File: config.mk
export PLATFORM = sky130hd
export DESIGN_NAME = button_event_gen
export DESIGN_NICKNAME = d
export VERILOG_FILES = /design/src/rtl/button_event_gen_pkg.sv /design/src/rtl/button_event_gen_chan.sv /design/src/rtl/button_event_gen.sv
export SDC_FILE = /design/constraint.sdc
export NUM_CORES = 1
export LEC_CHECK = 0
export ABC_AREA = 1
export ABC_CLOCK_PERIOD_IN_PS = 3600
export CAP_MARGIN = 20
export CORE_ASPECT_RATIO = 1.1
export CORE_UTILIZATION = 62
export CTS_CLUSTER_DIAMETER = 30
export CTS_CLUSTER_SIZE = 24
export DETAILED_ROUTE_END_ITERATION = 8
export GPL_TIMING_DRIVEN = 1
export HOLD_SLACK_MARGIN = 0.08
export PLACE_DENSITY = 0.84
export SLEW_MARGIN = 20
export SYNTH_ARGS = -nofsm -noshare
export SYNTH_HDL_FRONTEND = slang
export SYNTH_SLANG_ARGS = --single-unit
File: constraint.sdc
create_clock -name clk -period 3.6 [get_ports clk]
set_input_delay 0.54 -clock clk [delete_from_list [all_inputs] [get_ports clk]]
set_output_delay 0.54 -clock clk [all_outputs]
set_load 0.02 [all_outputs]
File: src/rtl/button_event_gen_pkg.sv
// Shared types and helpers for the button event generator.
// "release" and "repeat" are reserved words, so those events are named rel and rpt.
package button_event_gen_pkg;

    typedef enum logic [1:0] {
        ST_IDLE   = 2'd0,
        ST_PRESS  = 2'd1,
        ST_REPEAT = 2'd2
    } bev_state_e;

    typedef struct packed {
        logic press;
        logic rel;
        logic hold;
        logic rpt;
        logic held;
    } bev_evt_t;

    function automatic int unsigned bev_clog2(input int unsigned v);
        int unsigned r;
        r = 0;
        for (int unsigned i = 0; i < 32; i++) begin
            if ((64'd1 << i) < 64'(v)) r = i + 1;
        end
        return r;
    endfunction

endpackage

File: src/rtl/button_event_gen_chan.sv
// One button channel: turns a debounced level into press/release/hold/repeat pulses.
module button_event_gen_chan
    import button_event_gen_pkg::*;
#(
    parameter int unsigned HOLD_TICKS   = 50,
    parameter int unsigned REPEAT_TICKS = 10
) (
    input  logic clk,
    input  logic clr,
    input  logic tick,
    input  logic db_in,
    output logic press,
    output logic rel,
    output logic hold,
    output logic rpt,
    output logic held
);

    localparam int unsigned HW = bev_clog2(HOLD_TICKS);
    localparam int unsigned RW = bev_clog2(REPEAT_TICKS + 1);
    localparam logic [HW-1:0] HOLD_LAST = HW'(HOLD_TICKS - 1);
    localparam logic [RW-1:0] RPT_LAST  = RW'(REPEAT_TICKS - 1);

    bev_state_e    state_q, state_d;
    logic [HW-1:0] hcnt_q, hcnt_d;
    logic [RW-1:0] rcnt_q, rcnt_d;
    logic          prev_q;
    bev_evt_t      evt_q, evt_d;

    always_ff @(posedge clk) begin
        if (clr) begin
            state_q <= ST_IDLE;
            hcnt_q  <= '0;
            rcnt_q  <= '0;
            prev_q  <= 1'b0;
            evt_q   <= '0;
        end else begin
            state_q <= state_d;
            hcnt_q  <= hcnt_d;
            rcnt_q  <= rcnt_d;
            prev_q  <= db_in;
            evt_q   <= evt_d;
        end
    end

    // A release always wins over a tick landing in the same cycle.
    always_comb begin
        state_d = state_q;
        hcnt_d  = hcnt_q;
        rcnt_d  = rcnt_q;
        evt_d   = '0;
        case (state_q)
            ST_IDLE: begin
                if (db_in && !prev_q) begin
                    evt_d.press = 1'b1;
                    state_d     = ST_PRESS;
                    hcnt_d      = '0;
                end
            end
            ST_PRESS: begin
                if (!db_in) begin
                    evt_d.rel = 1'b1;
                    state_d   = ST_IDLE;
                end else if (tick) begin
                    if (hcnt_q == HOLD_LAST) begin
                        evt_d.hold = 1'b1;
                        state_d    = ST_REPEAT;
                        rcnt_d     = '0;
                    end else begin
                        hcnt_d = hcnt_q + HW'(1);
                    end
                end
            end
            ST_REPEAT: begin
                if (!db_in) begin
                    evt_d.rel = 1'b1;
                    state_d   = ST_IDLE;
                end else if (tick) begin
                    if (rcnt_q == RPT_LAST) begin
                        evt_d.rpt = 1'b1;
                        rcnt_d    = '0;
                    end else begin
                        rcnt_d = rcnt_q + RW'(1);
                    end
                end
            end
            default: state_d = ST_IDLE;
        endcase
        evt_d.held = (state_d == ST_REPEAT);
    end

    assign press = evt_q.press;
    assign rel   = evt_q.rel;
    assign hold  = evt_q.hold;
    assign rpt   = evt_q.rpt;
    assign held  = evt_q.held;

endmodule

File: src/rtl/button_event_gen.sv
// Button event generator: one free-running tick prescaler shared by N independent channels.
module button_event_gen
    import button_event_gen_pkg::*;
#(
    parameter int unsigned N            = 1,
    parameter int unsigned TICK_DIV     = 50000,
    parameter int unsigned HOLD_TICKS   = 50,
    parameter int unsigned REPEAT_TICKS = 10
) (
    input  logic         clk,
    input  logic         clr,
    input  logic [N-1:0] db_in,
    output logic [N-1:0] press,
    output logic [N-1:0] rel,
    output logic [N-1:0] hold,
    output logic [N-1:0] rpt,
    output logic [N-1:0] held
);

    localparam int unsigned CW = bev_clog2(TICK_DIV);
    localparam logic [CW-1:0] CNT_LAST = CW'(TICK_DIV - 1);

    logic [CW-1:0] cnt_q;
    logic          tick;

    // Prescaler is never restarted by button activity, only by clr.
    always_ff @(posedge clk) begin
        if (clr || tick) cnt_q <= '0;
        else             cnt_q <= cnt_q + CW'(1);
    end

    assign tick = (cnt_q == CNT_LAST);

    for (genvar i = 0; i < int'(N); i++) begin : g_chan
        button_event_gen_chan #(
            .HOLD_TICKS   (HOLD_TICKS),
            .REPEAT_TICKS (REPEAT_TICKS)
        ) u_chan (
            .clk   (clk),
            .clr   (clr),
            .tick  (tick),
            .db_in (db_in[i]),
            .press (press[i]),
            .rel   (rel[i]),
            .hold  (hold[i]),
            .rpt   (rpt[i]),
            .held  (held[i])
        );
    end

endmodule

==> summary.md <==
| Metric | Value |
|---|---|
| Leakage | `0.835 nW` |
| Fill cells | `240` |
| TritonCTS Buffers | `5` |
| WL met1 | `1530 um` |
| Via count | `1,537` |
| Max FO, Critical Path | `16` |
| Max Fclk | `0.558 GHz` |
| Type of origin of the critical path | `input port` |
| Worst min path class | `reg -> reg` |
| Pint | `0.496 mW` |
| VDD IR max | `258 uV` |
| N_diodes | `0` |
| Wire length per cell | `10.7 um` |
| Relative max-transition margin | `64.9%` |
| Top-area cell type share of the netlist area | `35.6%` |
| Routed WL | `3300 um` |
| Reg clk slew, reported paths | `100 ps` |
| Post-synthesis sequential area ratio | `35.6%` |
| Post-Syn Area | `1910 um2` |
| Smallest setup slack after layout | `1810 ps` |
| CTS H-tree lvls | `2` |
| Initial Util | `67.0%` |
| First-pass GRT wire length | `5490 um` |
| Syn nets | `274` |
| Cell Chain, Critical Path | `clkdlybuf4s50_1 -> inv_1 -> nand2_2 -> a21oi_1 -> o21a_1` |
| Postcts setup bufs | `0` |
| Total Power | `0.663 mW` |
| Vias in the first global route | `1,376` |
| Clk sinks | `34` |
| DIE AREA | `3310 um2` |
| Final Max Slew Viols | `0` |
| Post-CTS Hold Buffers | `0` |
| Final Critical Period | `1790 ps` |
| DRC errors left | `0` |
| Worst path required time | `3830 ps` |
| Count of input and output buffers | `7` |
| Placed insts | `300` |
| Root buffer cell | `clkbuf_4` |
| Max cap viols | `0` |
| Area after DPL | `2010 um2` |
| Post-cts sizing count | `0` |
| CP Data Arrival Time | `2020 ps` |
| Met3 WL post-DR | `75 um` |
| TritonCTS clock tree | `yes` |
| # setup viols final | `0` |
| Clock power frac | `32.7%` |
| Logic pwr share | `8.8%` |
| Status | `completed` |
| Critical path type | `in -> reg` |
| I/O Pins | `8` |
| Worst Tran Pin Value | `525 ps` |
| GPL Wtd Cong | `0.824` |
| Largest net degree at the start of global routing | `17` |
| Die Span Y | `60.2 um` |
| Post-route ant nets | `0` |
| Pre-CTS setup slack | `1440 ps` |
| Skew-Pair Late Insertion Delay | `330 ps` |
| CP max stage cell | `clkdlybuf4s50_1` |
| Area delta synth->final | `8.38%` |
| Synth Instances | `262` |
| Reg power frac | `58.5%` |
| Clock tree buffer depth | `2` |
| Synth warn | `0` |
| Max incr delay on CP | `800 ps` |
| Row count | `20` |
| Period utilization | `49.8%` |
| Switch Pwr | `0.168 mW` |
| Core footprint | `2850 um2` |
| Routed vias/inst | `4.99` |
| Worst Setup End Kind | `flip-flop` |
| Leading area contributor after synthesis | `dfxtp_1` |
| First DRT Iteration DRCs | `14` |
| Share of layout cells above drive strength 1 | `17.8%` |
| RSZ-0062 raised after global routing | `no` |
| Overflow after GRT | `0` |
| Non-Filler Instances | `308` |
| Hold Fails Final Rpt | `0` |
| Final instance area | `2070 um2` |
| Antenna violations before repair | `0` |
| DP HPWL | `2480 um` |
| GRT Util Overall | `23.4%` |
| DIE WIDTH | `54.9 um` |
| First drt pass iteration count | `4` |
| PD cells | `320 nW/um2` |
| Synth Register Bits | `34` |
| Layout Skew | `7.58 ps` |
| Yosys cell types | `33` |
| Synth top area cells | `dfxtp_1, nand2_1, nor2_1` |
| Sw Ratio | `25.3%` |
| DR top layer | `met4` |
| Final layout net count | `286` |
| Synth Area per Inst | `7.30 um2` |
| Met2 WL | `1630 um` |
| Fin Setup TNS | `0 ps` |
power by group through the flow:
stage,clock network (mW),logic (mW),registers [mW]
4_1_cts,0.227,0.0584,0.388
3_3_place_gp,0,0.0574,0.397
2_1_floorplan,0,0.0443,0.397
6_report,0.217,0.0584,0.388
3_5_place_dp,0,0.0582,0.397
5_1_grt,0.243,0.0654,0.390
per-layer routing:
metal	vias up	global-route usage [%]
met2	14	40.6
met5	-	0
met4	0	11.8
met1	682	25.9
met3	5	5.34
li1	836	-
cell usage after synthesis (all sizes together):
master,n
nor3,11
o21bai,1
nor3b,3
inv,40
o21a,1
xor2,5
clkbuf,1
nand3b,2
nand4,5
nor2,52
a21oi,9
buf,1
dfxtp,34
nand3,17
o21ai,5
xnor2,2
a211oi,1
ha,9
nand2,63
cells in the final DEF, fill, tap and decap left out:
master	netlist	layout
clkinv_2	0	1
dfxtp_1	34	34
o21ai_2	1	1
a211oi_1	1	1
clkbuf_8	0	1
a21oi_2	5	5
nand4_1	4	4
nor3b_1	1	1
nand3b_4	1	1
o21ai_1	1	1
inv_1	34	34
xnor2_1	2	2
o21ai_0	3	3
nand3_2	2	2
nand4_2	1	1
inv_2	6	6
nand3_1	15	15
nand3b_1	1	1
nand2_1	51	51
nor2_4	4	4
nor3_1	10	10
nand2_2	10	10
ha_1	9	9
clkbuf_1	1	1
a21oi_1	3	3
nor2_1	42	42
nor2_2	6	6
clkdlybuf4s50_1	0	7
xor2_1	5	5
o21bai_1	1	1
nor3_2	1	1
nor3b_2	2	2
a21oi_4	1	1
clkbuf_4	0	5
o21a_1	1	1
nand2_4	2	2
final timing paths:
path                                                  start                         end  slack (ps)  cells after the start
worst min register to register                     cnt_q[0]                    cnt_q[0]         460                      1
worst min-delay path                               cnt_q[0]                    cnt_q[0]         460                      1
worst max-delay path                                    clr                   cnt_q[11]        1810                      5
worst max register to register  g_chan[0].u_chan.state_q[1]  g_chan[0].u_chan.rcnt_q[1]        1930                      9
worst max-delay path, delay by kind of cell:
family	cells	cell delay [ps]
AO/OA/AOI/OAI	2	190
buffers and inverters	2	980
AND/OR/NAND/NOR	1	300
kinds of logic (layout without fill, tap and decap cells):
| logic type | Yosys count | after routing | share of synthesized area [%] |
|---|---|---|---|
| adder cells (fa/ha/maj) | 9 | 9 | 5.89 |
| buffers and inverters | 42 | 55 | 8.44 |
| AO/OA/AOI/OAI | 17 | 17 | 6.61 |
| XOR/XNOR | 7 | 7 | 3.21 |
| flip-flops | 34 | 34 | 35.6 |
| AND/OR/NAND/NOR | 153 | 153 | 40.2 |
flip-flops by register name (all words and copies together), names as in the netlist:
| name | flops |
|---|---|
| cnt_q | 16 |
| g_chan.u_chan.hcnt_q | 6 |
| g_chan.u_chan.rcnt_q | 4 |
| g_chan.u_chan.state_q | 2 |
| g_chan.u_chan.held | 1 |
| g_chan.u_chan.hold | 1 |
| g_chan.u_chan.press | 1 |
| g_chan.u_chan.prev_q | 1 |
| g_chan.u_chan.rel | 1 |
| g_chan.u_chan.rpt | 1 |
area by class of cell:
cell class                      instances  area (um2)  area share, %
Clock buffer                            7        55.1           2.66
Clock inverter                          1        5.00          0.242
Inverter                               40         150           7.25
Multi-Input combinational cell        186        1070           51.6
Sequential cell                        34         681           32.9
Tap cell                               33        41.3           1.99
Timing Repair Buffer                    7        70.1           3.38
metrics by stage:
step,hold slack [ps],utilization (%)
6_report,457,72.6
3_3_place_gp,432,70.5
5_1_grt,483,72.6
4_1_cts,460,72.6
2_1_floorplan,417,-
3_5_place_dp,444,70.5
(Power assumes the default switching activity.)
